<file path="src/rtl/pipeline_types.sv">
// rtl/pipeline_types.sv - shared types and default timing for the WS2812 transmit path
// Contents:
//   ws2812_tx_state_t  transmitter FSM states
//   tx_pixel_t         packed pixel in wire order {g, r, b}
//   WS2812_*_CYC       default timing in clocks at 50 MHz
//   rgb_to_grb()       reorders an R/G/B word into wire order
package pipeline_types;

  localparam int WS2812_T0H_CYC   = 20;
  localparam int WS2812_T1H_CYC   = 40;
  localparam int WS2812_BIT_CYC   = 63;
  localparam int WS2812_RESET_CYC = 2750;

  typedef enum logic [1:0] {
    WS_IDLE,
    WS_BIT_HIGH,
    WS_BIT_LOW,
    WS_LATCH
  } ws2812_tx_state_t;

  typedef struct packed {
    logic [7:0] g;
    logic [7:0] r;
    logic [7:0] b;
  } tx_pixel_t;

  function automatic tx_pixel_t rgb_to_grb(input logic [23:0] rgb);
    tx_pixel_t p;
    p.g = rgb[15:8];
    p.r = rgb[23:16];
    p.b = rgb[7:0];
    return p;
  endfunction

endpackage

</file>
<file path="src/rtl/ws2812_bit_timer.sv">
// rtl/ws2812_bit_timer.sv - loadable down-counter timing one high, low or latch interval
// Ports:
//   i_clk, i_reset_n  clock, asynchronous active-low reset
//   i_load            load i_load_val this cycle (takes priority over counting)
//   i_load_val        interval length in clocks, must be >= 1
//   o_done            the current cycle is the last one of the loaded interval
module ws2812_bit_timer #(
  parameter int CNT_W = 12
) (
  input  logic             i_clk,
  input  logic             i_reset_n,
  input  logic             i_load,
  input  logic [CNT_W-1:0] i_load_val,
  output logic             o_done
);

  logic [CNT_W-1:0] count_q;
  logic [CNT_W-1:0] count_d;

  // A load of N makes the interval span N cycles: count runs N..1 and the
  // cycle holding 1 is the last. Counting stops at 0 so it never wraps.
  always_comb begin
    count_d = count_q;
    if (i_load) begin
      count_d = i_load_val;
    end else if (count_q != '0) begin
      count_d = count_q - CNT_W'(1);
    end
  end

  always_ff @(posedge i_clk or negedge i_reset_n) begin
    if (!i_reset_n) begin
      count_q <= '0;
    end else begin
      count_q <= count_d;
    end
  end

  assign o_done = (count_q <= CNT_W'(1));

endmodule

</file>
<file path="src/rtl/ws2812_transmitter.sv">
// rtl/ws2812_transmitter.sv - serialises 24-bit GRB pixels into the WS2812 NRZ waveform
// Build option: define WS2812_TX_RGB_REORDER_EN to accept R/G/B input words and
// reorder them to G/R/B wire order at load; otherwise input is already G/R/B.
// Ports:
//   i_clk, i_reset_n  clock, asynchronous active-low reset
//   i_pixel_data      pixel word, MSB sent first
//   i_pixel_valid     pixel word valid
//   o_pixel_ready     a pixel is accepted this cycle if valid
//   i_latch           one-cycle request for the end-of-frame low period
//   o_dout            registered serial data to the LED chain
//   o_busy            transmitter is not idle
module ws2812_transmitter
  import pipeline_types::*;
#(
  parameter int T0H_CYC   = WS2812_T0H_CYC,
  parameter int T1H_CYC   = WS2812_T1H_CYC,
  parameter int BIT_CYC   = WS2812_BIT_CYC,
  parameter int RESET_CYC = WS2812_RESET_CYC
) (
  input  logic        i_clk,
  input  logic        i_reset_n,
  input  logic [23:0] i_pixel_data,
  input  logic        i_pixel_valid,
  output logic        o_pixel_ready,
  input  logic        i_latch,
  output logic        o_dout,
  output logic        o_busy
);

  localparam int CNT_W = $clog2(((BIT_CYC > RESET_CYC) ? BIT_CYC : RESET_CYC) + 1);

  if (!(T0H_CYC > 0 && T0H_CYC < T1H_CYC && T1H_CYC < BIT_CYC && RESET_CYC > BIT_CYC))
  begin : g_bad_timing
    $fatal(1, "ws2812_transmitter: inconsistent timing parameters");
  end

  ws2812_tx_state_t state_q, state_d;
  logic [23:0]      shift_q, shift_d;
  logic [4:0]       bit_cnt_q, bit_cnt_d;
  logic             latch_pending_q, latch_pending_d;
  logic             dout_q, dout_d;

  logic             tmr_load;
  logic [CNT_W-1:0] tmr_val;
  logic             tmr_done;

  logic [23:0]      load_word;
  logic             ready;
  logic             accept;
  logic             latch_req;

`ifdef WS2812_TX_RGB_REORDER_EN
  assign load_word = rgb_to_grb(i_pixel_data);
`else
  assign load_word = i_pixel_data;
`endif

  function automatic logic [CNT_W-1:0] th_of(input logic b);
    return b ? CNT_W'(T1H_CYC) : CNT_W'(T0H_CYC);
  endfunction

  ws2812_bit_timer #(
    .CNT_W(CNT_W)
  ) u_timer (
    .i_clk     (i_clk),
    .i_reset_n (i_reset_n),
    .i_load    (tmr_load),
    .i_load_val(tmr_val),
    .o_done    (tmr_done)
  );

  always_comb begin
    ready = ((state_q == WS_IDLE) ||
             (state_q == WS_BIT_LOW && tmr_done && bit_cnt_q == 5'd0)) &&
            !latch_pending_q;
    accept = i_pixel_valid && ready;
    // A latch raised this very cycle counts, so IDLE can enter LATCH next cycle.
    latch_req = latch_pending_q || i_latch;

    state_d   = state_q;
    shift_d   = shift_q;
    bit_cnt_d = bit_cnt_q;
    tmr_load  = 1'b0;
    tmr_val   = '0;

    case (state_q)
      WS_IDLE: begin
        if (accept) begin
          state_d   = WS_BIT_HIGH;
          shift_d   = load_word;
          bit_cnt_d = 5'd23;
          tmr_load  = 1'b1;
          tmr_val   = th_of(load_word[23]);
        end else if (latch_req) begin
          state_d  = WS_LATCH;
          tmr_load = 1'b1;
          tmr_val  = CNT_W'(RESET_CYC);
        end
      end
      WS_BIT_HIGH: begin
        if (tmr_done) begin
          state_d  = WS_BIT_LOW;
          tmr_load = 1'b1;
          tmr_val  = CNT_W'(BIT_CYC) - th_of(shift_q[23]);
        end
      end
      WS_BIT_LOW: begin
        if (tmr_done) begin
          if (bit_cnt_q != 5'd0) begin
            state_d   = WS_BIT_HIGH;
            shift_d   = {shift_q[22:0], 1'b0};
            bit_cnt_d = bit_cnt_q - 5'd1;
            tmr_load  = 1'b1;
            tmr_val   = th_of(shift_q[22]);
          end else if (accept) begin
            // Seamless reload: next rising edge lands exactly one bit period later.
            state_d   = WS_BIT_HIGH;
            shift_d   = load_word;
            bit_cnt_d = 5'd23;
            tmr_load  = 1'b1;
            tmr_val   = th_of(load_word[23]);
          end else if (latch_req) begin
            state_d  = WS_LATCH;
            tmr_load = 1'b1;
            tmr_val  = CNT_W'(RESET_CYC);
          end else begin
            state_d = WS_IDLE;
          end
        end
      end
      WS_LATCH: begin
        if (tmr_done) begin
          state_d = WS_IDLE;
        end
      end
      default: begin
        state_d = WS_IDLE;
      end
    endcase

    // Requests arriving during LATCH are absorbed by the latch in progress.
    if (state_q == WS_LATCH) begin
      latch_pending_d = !tmr_done;
    end else begin
      latch_pending_d = latch_pending_q || i_latch;
    end

    dout_d = (state_d == WS_BIT_HIGH);
  end

  always_ff @(posedge i_clk or negedge i_reset_n) begin
    if (!i_reset_n) begin
      state_q         <= WS_IDLE;
      shift_q         <= '0;
      bit_cnt_q       <= '0;
      latch_pending_q <= 1'b0;
      dout_q          <= 1'b0;
    end else begin
      state_q         <= state_d;
      shift_q         <= shift_d;
      bit_cnt_q       <= bit_cnt_d;
      latch_pending_q <= latch_pending_d;
      dout_q          <= dout_d;
    end
  end

  assign o_pixel_ready = ready;
  assign o_dout        = dout_q;
  assign o_busy        = (state_q != WS_IDLE);

endmodule
</file>
<file path="config.mk">
export PLATFORM = sky130hd
export DESIGN_NAME = ws2812_transmitter
export DESIGN_NICKNAME = d
export VERILOG_FILES = /design/src/rtl/pipeline_types.sv /design/src/rtl/ws2812_bit_timer.sv /design/src/rtl/ws2812_transmitter.sv
export SDC_FILE = /design/constraint.sdc
export NUM_CORES = 1
export LEC_CHECK = 0
export BUFFER_PORTS_ARGS = -buffer_cell sky130_fd_sc_hd__buf_2
export CAP_MARGIN = 40
export CELL_PAD_IN_SITES_DETAIL_PLACEMENT = 0
export CELL_PAD_IN_SITES_GLOBAL_PLACEMENT = 1
export CORE_AREA = 2 2 80 82
export CTS_CLUSTER_DIAMETER = 80
export CTS_CLUSTER_SIZE = 40
export DETAILED_ROUTE_END_ITERATION = 8
export DIE_AREA = 0 0 82 84
export GPL_TIMING_DRIVEN = 1
export MAX_ROUTING_LAYER = met4
export PLACE_DENSITY_LB_ADDON = 0.15
export SYNTH_ARGS = -nofsm -noshare
export SYNTH_HDL_FRONTEND = slang
export SYNTH_SLANG_ARGS = --single-unit
</file>
<file path="constraint.sdc">
create_clock -name i_clk -period 2.2 [get_ports i_clk]
set_clock_uncertainty 0.15 [all_clocks]
set_input_delay 0.44 -clock i_clk [delete_from_list [all_inputs] [get_ports i_clk]]
set_output_delay 0.44 -clock i_clk [all_outputs]
set_load 0.1 [all_outputs]
</file>
# Yosys cells after proc, flatten, opt, wreduce, memory -nomap -nowiden
# Cells that the tools add are included.
# totals
regBits	45
in_bits	28
output_inout_bits	3
elab_cells	66
# classes
n_addsub	3
n_lt_le_gt_ge	1
eq_ne	5
muxes	35
reduce_logical	16
# ops
operator	n
12-bit two-way mux	7
24-bit two-way mux	3
24-bit one-hot mux with 2 select lines	1
12-bit one-hot mux with 3 select lines	1
6-bit two-way mux	3
2-bit two-way mux	8
5-bit two-way mux	3
12-bit by 1-bit less-or-equal comparator with 1-bit output, second input constant	1
12-bit nonzero test	1
12-bit by 1-bit subtractor with 12-bit output, second input constant	1
5-bit one-hot mux with 2 select lines	1
2-bit one-hot mux with 4 select lines	1
6-bit by 6-bit subtractor with 7-bit output, first input constant	1
1-bit two-way mux	6
2-bit nonzero test	3
5-bit logical NOT	1
5-bit nonzero test	1
5-bit by 1-bit subtractor with 5-bit output, second input constant	1
2-bit by 1-bit == test with 1-bit output, second input constant	2
2-bit == test, second input constant	2
1-bit logical AND	4
1-bit one-hot mux with 3 select lines	1
1-bit logical NOT	2
2-bit logical NOT	1
other kinds (3)	4

# Longest topological paths before layout
# Gate-level depths: netlist of the first run.
# depth
ltp_word	11
mapped_depth	9
mapped_depth_nobuf	8

# Cells and area by module
# A second synthesis of the first run with hierarchy kept.
# unflattened
cells_unflattened	248
hier_area_um2	2537.4
# by_module_without_submodules
mod	instances	cells_each	area_per_inst_um2	seq_area_each_um2
ws2812_transmitter	1	163	1764.2	825.8
ws2812_bit_timer	1	85	773.2	300.3

# Worst setup path before layout of the first run
# Ideal clock, no wire load.
# synth_timing
path_kind	register to output
startpoint	register bit_cnt_q[0]
endpoint	output o_pixel_ready
t_arrival_ns	2.756
required_time_ns	1.610
path_slack_ns	-1.146
path_stages_with_launch	7
n_path_buf	0
cell_sequence	dfrtp_1 inv_1 ha_1 or4b_1 o21ai_1 nand2_1 nor2_1
# synth_between
elab_chain_cells	4
# synth_rtl
element	line	text
start, declared	ws2812_transmitter.sv:39	logic [4:0] bit_cnt_q, bit_cnt_d;
start signal, assigned	ws2812_transmitter.sv:161	bit_cnt_q <= bit_cnt_d;
5-bit logical NOT	ws2812_transmitter.sv:74	(state_q == WS_BIT_LOW && tmr_done && bit_cnt_q == 5'd0)) &&
1-bit logical AND	ws2812_transmitter.sv:74	
1-bit logical OR	ws2812_transmitter.sv:73	ready = ((state_q == WS_IDLE) ||
1-bit logical AND	ws2812_transmitter.sv:74	
end, declared	ws2812_transmitter.sv:24	output logic o_pixel_ready,
# Every way passes these cells.

# Final worst setup path of the first run
# Same ends and word-level chain as after synthesis.

==> results of run 1 <==
==> metal layers <==
metal | GRT usage [%] | vias up | wire, µm
met5 | - | - | 0
met4 | 6.06 | 0 | 36
met3 | 4.22 | 2 | 170
met2 | 27.9 | 32 | 2970
met1 | 22.6 | 978 | 2630
li1 | - | 1032 | -
==> critical path, cell delays in order, from the launching register on <==
cell	delay, ns
dfrtp_1	0.38
inv_1	0.06
ha_2	0.17
or4b_4	0.49
o21ai_4	0.16
nand2_2	0.09
nor2_4	0.12
buf_12	0.18
==> through the flow <==
stage,utilization [%],std cells,hold WS [ns],power [W],area (µm²)
after detailed placement,46.8,381,0.292,0.000905,2860
after global placement,46.8,381,0.294,0.000906,2860
after floorplan,-,250,-0.00559,0.000855,2340
final,53.9,403,0.213,0.00143,3290
after CTS,49.1,392,0.206,0.00144,3000
after global routing,53.9,403,0.202,0.00149,3290
==> worst paths after layout <==
kind | slack [ns] | to | start | cells after the start
worst max register to register | -0.19 | u_timer.count_q[11] | bit_cnt_q[0] | 11
max in group asynchronous | 1.18 | u_timer.count_q[3] | i_reset_n | 3
worst min register to register | 0.36 | bit_cnt_q[4] | bit_cnt_q[4] | 2
worst max-delay path | -0.34 | o_pixel_ready | bit_cnt_q[0] | 7
worst min-delay path | 0.21 | shift_q[9] | i_pixel_data[9] | 3
min in group asynchronous | 0.49 | o_dout | i_reset_n | 3
==> flip-flops by register name, summed over array words and instances (netlist names) <==
register and cells:
bit_cnt_q 5, latch_pending_q 1, o_dout 1, shift_q 24, state_q 2, u_timer.count_q 12
==> logic make-up after synthesis <==
family                     after synthesis
AOI/OAI and AO/OA                       58
and+or+nand+nor                        111
buffers and inverters                   20
muxes                                    2
xor gates and xnor gates                11
adders and majority gates                3
DFF                                     45
==> cell type report <==
class	instances	area, µm²	area share (%)
multi-input combinational	185	1320	40.2
clock inverter	3	21.3	0.647
inverter	10	37.5	1.14
sequential	45	1130	34.3
tap	77	96.3	2.93
timing repair buffer	78	613	18.7
clock buffer	5	68.8	2.09
==> repair_timing <==
item | 4_1_cts | 5_1_grt
pin swaps | 2 | 5
endpoints found under the hold margin | 45 | 0
hold buffers | 1 | 0
setup buffers | 2 | 8
gates cloned | 0 | 3
gates resized for setup | 7 | 41
endpoints found under the setup margin | 21 | 43
==> power by group <==
group	switching [W]	internal (W)
Sequential	0.00000148	0.000827
Clock	0.000313	0.000226
Combinational	0.0000348	0.0000258
Total	0.000349	0.00108
==> Yosys cell counts, types with 2 or more instances <==
master / n / area share (%)
a211oi_1: 3 / 0.98
o21ai_1: 2 / 0.43
o31ai_1: 2 / 0.65
nor4_4: 3 / 2.8
o22a_1: 4 / 1.5
a31oi_1: 2 / 0.54
o22ai_1: 24 / 6.5
nand2b_1: 2 / 0.54
xor2_1: 4 / 1.5
or3_1: 2 / 0.54
o21ai_0: 3 / 0.65
o221ai_1: 2 / 0.76
inv_1: 10 / 1.6
nand2_1: 12 / 2.0
nor3_1: 4 / 0.87
o21a_1: 3 / 0.98
nand3_1: 4 / 0.87
dfrtp_1: 45 / 49
buf_2: 4 / 0.87
nor4_1: 5 / 1.4
clkbuf_1: 6 / 0.98
nor2_1: 69 / 11
a21oi_1: 8 / 1.7
xnor2_1: 7 / 2.7
ha_1: 3 / 1.6
==> results.yml, run 1 <==
status:
  status: "complete, but fails checks"
  violations: "setup timing"
layout:
  antenna_cells: 0
  final_common_cell: "nor2_1"
  fill_cells: 579
  final_nets: 356
  drive_gt1_share_pct: 39.6
  synthToLayoutAreaGrowth_pct: 42.5
  mostFrequentLayoutCells: "nor2_1, dfrtp_1, buf_4"
detailed_routing:
  via_per_inst: 5.07
  wirelength_um: 5810
  first_pass_iters: 4
  vias: 2044
  wl_per_cell_um: 14.4
  postRouteAntennaNets: 0
  route.detailed.drc: 0
  drt_iter0_markers: 80
critical_path:
  crit_path_end_kind: "output pin"
  cp_max_fo: 3
  cp.arrival_ns: 1.95
  required_ns: 1.61
  crit_type: "flip-flop to output pin"
  start_kind: "flip-flop"
cts:
  clk_pin_slew_worst_paths_ns: 0.09
  cts_max_level: 2
  cts_root_buf: "clkbuf_8"
  cts_made_buffers: 5
  cts_tree: "built"
  cts.sinks: 45
  cts_buffer_depth: 2
  clkLatencyLatePin_ns: 0.30
timing:
  rsz0062_at_grt: "yes"
  finalHoldViolCount: 0
  maxSlewHeadroom_pct: 61.8
  worst_pin_slew_ns: 0.568
  fin_ws_ns: -0.344
  final.min_clock_period_ns: 2.54
  report.final.slew_viol_count: 0
  fin_tns_setup_ns: -5.91
  post-route-period-util_pct: 116
  setup_viol: 40
  fmax_mhz: 393
synthesis:
  synth_simple_gate_area_share_pct: 24.1
  synthMuxAreaShare_pct: 0.922
  syn_area_per_cell_um2: 9.22
  synth_seq_cells: 45
  async_reset_ff_share_pct: 100
  synth-compound-area-share_pct: 16.9
  synth_ff_type: "dfrtp_1"
  synthesis.nets: 281
  synthAdderAreaFrac_pct: 1.63
  synth_top_family_by_area: "simple AND/OR/NAND/NOR gates"
  synthCells: 250
  yosysSeqAreaShare_pct: 48.8
  syn_area_um2: 2310
  synth_warnings: 0
  synthXorXnorAreaFrac_pct: 4.18
  synth.distinct_cells: 42
  synth_edf_count: 0
floorplan:
  row_count: 29
  core-area_um2: 6100
  die_w_um: 82
  die_y_um: 84
  die_area_um2: 6890
  start_util_pct: 37.8
  ios: 31
global_routing:
  grt_overflow: 0
  antenna_found_initial: 0
  first_global_vias: 2058
  grt_max_degree: 46
  grt_pass1_wl_um: 9310
  grtUsageTotal_pct: 17.9
placement:
  io_buffers: 30
  gp_congestion: 0.850
  place.detailed.hpwl_um: 3750
  pre_cts_ws_ns: -0.0801
power_and_ir_drop:
  vdd_drop_max_mv: 0.298
  p_leak_nw: 1.50
  pwr_density_cell_nw_per_um2: 435
min_path:
  min_path_type: "input pin to flip-flop"
flow_run:
  cap_violations: 0
Power figures use the tool's default switching activity.
==> run 2, diff against run 1 <==
--- a/config.mk
+++ b/config.mk
@@ -9,11 +9,9 @@
 export CAP_MARGIN = 40
 export CELL_PAD_IN_SITES_DETAIL_PLACEMENT = 0
 export CELL_PAD_IN_SITES_GLOBAL_PLACEMENT = 1
-export CORE_AREA = 2 2 80 82
-export CTS_CLUSTER_DIAMETER = 80
-export CTS_CLUSTER_SIZE = 40
+export CORE_AREA = 2 2 74 76
 export DETAILED_ROUTE_END_ITERATION = 8
-export DIE_AREA = 0 0 82 84
+export DIE_AREA = 0 0 76 78
 export GPL_TIMING_DRIVEN = 1
 export MAX_ROUTING_LAYER = met4
 export PLACE_DENSITY_LB_ADDON = 0.15
==> constraint.sdc (replaced) <==
create_clock -name i_clk -period 3.2 [get_ports i_clk]
set_clock_uncertainty 0.15 [all_clocks]
set_input_delay 0.64 -clock i_clk [delete_from_list [all_inputs] [get_ports i_clk]]
set_output_delay 0.64 -clock i_clk [all_outputs]
set_load 0.1 [all_outputs]
==> results.yml, run 2 (synthesis results as in run 1) <==
cts:
  cts.sinks: 45
  cts_made_buffers: 5
  clk_pin_slew_worst_paths_ns: 0.09
  cts_tree: "built"
  postCtsHoldBufs: 0
  cts_root_buf: "clkbuf_8"
  postCtsResizedCells: 0
  post_cts_buffers: 0
  clkLatencyLatePin_ns: 0.29
  cts_buffer_depth: 2
  cts_max_level: 2
floorplan:
  die_area_um2: 5930
  start_util_pct: 45.7
  die_w_um: 76
  core-area_um2: 5040
  ios: 31
  die_y_um: 78
  row_count: 26
critical_path:
  crit_path_cell_trace: "inv_1 -> ha_1 -> nor2_1 -> nand4b_4 -> o21ai_1 -> nand2_1 -> nor2_2 -> buf_12"
  cp_max_fo: 10
  start_kind: "flip-flop"
  cp.arrival_ns: 2.16
  cp_slowest_stage_delay_ns: 0.42
  cp_top_family: "simple AND/OR/NAND/NOR gates"
  crit_type: "flip-flop to output pin"
  crit_path_end_kind: "output pin"
  path_buf_inv: 2
  required_ns: 2.41
  cpMaxStageDelayCell: "dfrtp_1"
placement:
  pre_cts_ws_ns: 0.498
  io_buffers: 30
  place_area_um2: 2560
  gp_congestion: 0.871
  place.detailed.hpwl_um: 3390
power_and_ir_drop:
  pwr_density_cell_nw_per_um2: 384
  p_leak_nw: 1.25
  power_w: 0.00102
  vdd_drop_max_mv: 0.194
timing:
  fmax_mhz: 339
  post-route-period-util_pct: 92.1
  report.final.slew_viol_count: 0
  fin_tns_setup_ns: 0
  setup_viol: 0
  fin_ws_ns: 0.253
  finalHoldViolCount: 0
  maxSlewHeadroom_pct: 46.0
  rsz0062_at_grt: "no"
  worst_pin_slew_ns: 0.809
  final.min_clock_period_ns: 2.95
detailed_routing:
  vias: 1877
  route.detailed.drc: 0
  drt_iter0_markers: 151
  via_per_inst: 5.35
  wirelength_um: 4760
  first_pass_iters: 4
  wl_per_cell_um: 13.6
  postRouteAntennaNets: 0
layout:
  top_register: "shift_q"
  antenna_cells: 0
  drive_gt1_share_pct: 17.8
  mostFrequentLayoutCells: "nor2_1, dfrtp_1, buf_2"
  final_nets: 312
  synthToLayoutAreaGrowth_pct: 15.6
  multi_input_area_um2: 1100
  reg.largest.list: "shift_q (24), u_timer.count_q (12), bit_cnt_q (5)"
  utilization_pct: 52.9
  final_common_cell: "nor2_1"
  final-seq-area_um2: 1130
  fin_area_um2: 2670
  fill_cells: 475
  largest_register_ffs: 24
global_routing:
  grtUsageTotal_pct: 18.1
  first_global_vias: 1846
  grt_overflow: 0
  antenna_found_initial: 0
  grt_pass1_wl_um: 8500
  grt_max_degree: 27
status:
  status: "completed"
flow_run:
  cap_violations: 0
min_path:
  min_path_type: "input pin to asynchronous set/reset pin"
-- run 2: per-layer routing --
| layer | GRT usage [%] | wire (µm) |
|---|---|---|
| met5 | - | 0 |
| met4 | 4.36 | 42 |
| met3 | 3.84 | 151 |
| met2 | 29.6 | 2370 |
| met1 | 23.3 | 2190 |
-- run 2: power breakdown --
part           leakage (nW)  internal [W]  switching, W
logic                 0.629     0.0000160     0.0000204
clock network        0.0540      0.000227      0.000189
registers             0.569      0.000569    0.00000307
-- run 2: cell type report --
type                            instances  share of cell area, %
Sequential cell                        45                   42.3
Multi-Input combinational cell        185                   41.4
Tap cell                               70                   3.29
Inverter                               10                   1.41
Clock buffer                            5                   2.58
Clock inverter                          2                   1.31
Timing Repair Buffer                   34                   7.79
-- run 2: final timing paths --
path | start | to | slack (ns) | cells after the start
setup / recovery | u_timer.count_q[0] | o_pixel_ready | 0.25 | 8
hold / removal | i_reset_n | o_dout | 0.15 | 1
setup reg to reg | u_timer.count_q[0] | bit_cnt_q[3] | 0.51 | 8
hold reg to reg | bit_cnt_q[4] | bit_cnt_q[4] | 0.35 | 2
max in group asynchronous | i_reset_n | shift_q[8] | 2.24 | 2
min in group i_clk | bit_cnt_q[4] | bit_cnt_q[4] | 0.35 | 2
-- run 2: stage by stage --
step                cells  hold WS (ns)
global placement      343         0.330
finish                351         0.147
detailed placement    344         0.327
floorplan             250         0.194
CTS                   351         0.158
global route          351         0.181
-- run 2: worst register-to-register path, stage by stage, from the launching register on --
cell and delay (ns):
dfrtp_1 0.42, inv_1 0.12, ha_1 0.26, nor2_1 0.11, nand4b_4 0.27, or3_1 0.75
nor4_4 0.29, xnor2_1 0.15, a21oi_1 0.05
==> run 3, diff against run 2 <==
--- a/config.mk
+++ b/config.mk
@@ -9,12 +9,13 @@
 export CAP_MARGIN = 40
 export CELL_PAD_IN_SITES_DETAIL_PLACEMENT = 0
 export CELL_PAD_IN_SITES_GLOBAL_PLACEMENT = 1
-export CORE_AREA = 2 2 74 76
+export CORE_AREA = 2 2 95 60
 export DETAILED_ROUTE_END_ITERATION = 8
-export DIE_AREA = 0 0 76 78
+export DIE_AREA = 0 0 97 62
 export GPL_TIMING_DRIVEN = 1
 export MAX_ROUTING_LAYER = met4
 export PLACE_DENSITY_LB_ADDON = 0.15
+export SLEW_MARGIN = 20
 export SYNTH_ARGS = -nofsm -noshare
 export SYNTH_HDL_FRONTEND = slang
 export SYNTH_SLANG_ARGS = --single-unit
==> constraint.sdc (replaced) <==
create_clock -name i_clk -period 3.53 [get_ports i_clk]
set_clock_uncertainty 0.15 [all_clocks]
set_input_delay 0.706 -clock i_clk [delete_from_list [all_inputs] [get_ports i_clk]]
set_output_delay 0.706 -clock i_clk [all_outputs]
set_load 0.1 [all_outputs]
==> results.yml, run 3 (synthesis results as in run 1) <==
status:
  status: "completed"
cts:
  postCtsResizedCells: 0
  cts_tree: "built"
  cts_max_level: 2
  cts_buffer_depth: 2
  cts_root_buf: "clkbuf_8"
  postCtsHoldBufs: 0
  post_cts_buffers: 0
  clk_pin_slew_worst_paths_ns: 0.09
  cts_made_buffers: 5
  cts.sinks: 45
  clkLatencyLatePin_ns: 0.30
layout:
  antenna_cells: 0
  mostFrequentLayoutCells: "nor2_1, dfrtp_1, buf_2"
  final_common_cell: "nor2_1"
  synthToLayoutAreaGrowth_pct: 17.1
  final_nets: 314
  reg.largest.list: "shift_q (24), u_timer.count_q (12), bit_cnt_q (5)"
  largest_register_ffs: 24
  top_register: "shift_q"
  drive_gt1_share_pct: 18.7
timing:
  setup_viol: 0
  rsz0062_at_grt: "no"
  maxSlewHeadroom_pct: 63.4
  report.final.slew_viol_count: 0
  holdWs_ns: 0.163
  post-route-period-util_pct: 91.5
  fin_tns_setup_ns: 0
  finalHoldViolCount: 0
  fmax_mhz: 310
  final.min_clock_period_ns: 3.23
  worst_pin_slew_ns: 0.548
global_routing:
  first_global_vias: 1663
  grtUsageTotal_pct: 19.9
  grt_max_degree: 32
  antenna_found_initial: 0
  grt_overflow: 0
  grt_pass1_wl_um: 8960
critical_path:
  crit_path_end_kind: "output pin"
  r2r_cells: 9
  cp.arrival_ns: 2.37
  crit_start: "u_timer.count_q[0]"
  start_kind: "flip-flop"
  crit_type: "flip-flop to output pin"
  rr_startpoint: "u_timer.count_q[0]"
  required_ns: 2.67
  cp_max_fo: 10
placement:
  io_buffers: 30
  place.detailed.hpwl_um: 3830
  gp_congestion: 0.808
floorplan:
  row_count: 21
  core-area_um2: 5280
  die_area_um2: 6010
  die_y_um: 62
  ios: 31
  die_w_um: 97
  start_util_pct: 43.7
power_and_ir_drop:
  vdd_drop_max_mv: 0.150
  pwr_density_cell_nw_per_um2: 376
  p_leak_nw: 1.28
detailed_routing:
  route.detailed.drc: 0
  postRouteAntennaNets: 0
  via_per_inst: 5.30
  first_pass_iters: 4
  wirelength_um: 5310
  wl_per_cell_um: 15.1
  vias: 1872
  drt_iter0_markers: 117
flow_run:
  cap_violations: 0
min_path:
  min_path_type: "input pin to asynchronous set/reset pin"
## run 3: cell count changes in the layout (fill, tap and decap cells not counted), sizes merged
cell / change
bufinv: +1
buf: +2
## run 3: final cells by class
type,count,area (µm²)
fill,511,2580
clock inverter,3,65.1
sequential,45,1130
inverter,10,37.5
tap,69,86.3
timing repair buffer,36,215
multi-input combinational,185,1100
clock buffer,5,68.8
## run 3: worst paths after layout
path	endpoint	slack, ns
setup / recovery	o_pixel_ready	0.30
hold / removal	shift_q[2]	0.16
setup reg to reg	bit_cnt_q[3]	0.96
hold reg to reg	bit_cnt_q[4]	0.36
max in group asynchronous	bit_cnt_q[2]	2.58
min in group i_clk	bit_cnt_q[4]	0.36
## run 3: metal layers
metal	vias to the layer above	track usage, %	share of wire, %
met3	2	4.92	4.5
met4	0	3.62	0.40
li1	960	-	-
met2	36	22.5	34
met1	874	33.4	61
met5	-	-	0
## run 3: through the flow
stage / total power (W) / std cells / utilization [%] / worst slack [ns] / cell area (µm²)
after floorplan: 0.000533 / 250 / - / 0.370 / 2310
after global placement: 0.000560 / 343 / 48.0 / 0.682 / 2530
after detailed placement: 0.000562 / 344 / 48.3 / 0.642 / 2550
after CTS: 0.00102 / 352 / 50.9 / 0.300 / 2690
after global routing: 0.00105 / 353 / 51.1 / 0.108 / 2700
final: 0.00102 / 353 / 51.1 / 0.301 / 2700
## run 3: report_power, final
part	switching, W	internal (W)
Combinational	0.0000184	0.0000145
Clock	0.000183	0.000281
Sequential	0.00000272	0.000515
Total	0.000204	0.000811
## run 3: worst max-delay path, stage by stage, from the launching register on
cell and delay [ns]:
dfrtp_1 0.43, inv_1 0.13, ha_1 0.27, nor2_1 0.12, nand4b_4 0.27, o21ai_1 0.23, nand2_1 0.11, nor2_2 0.09
buf_2 0.42
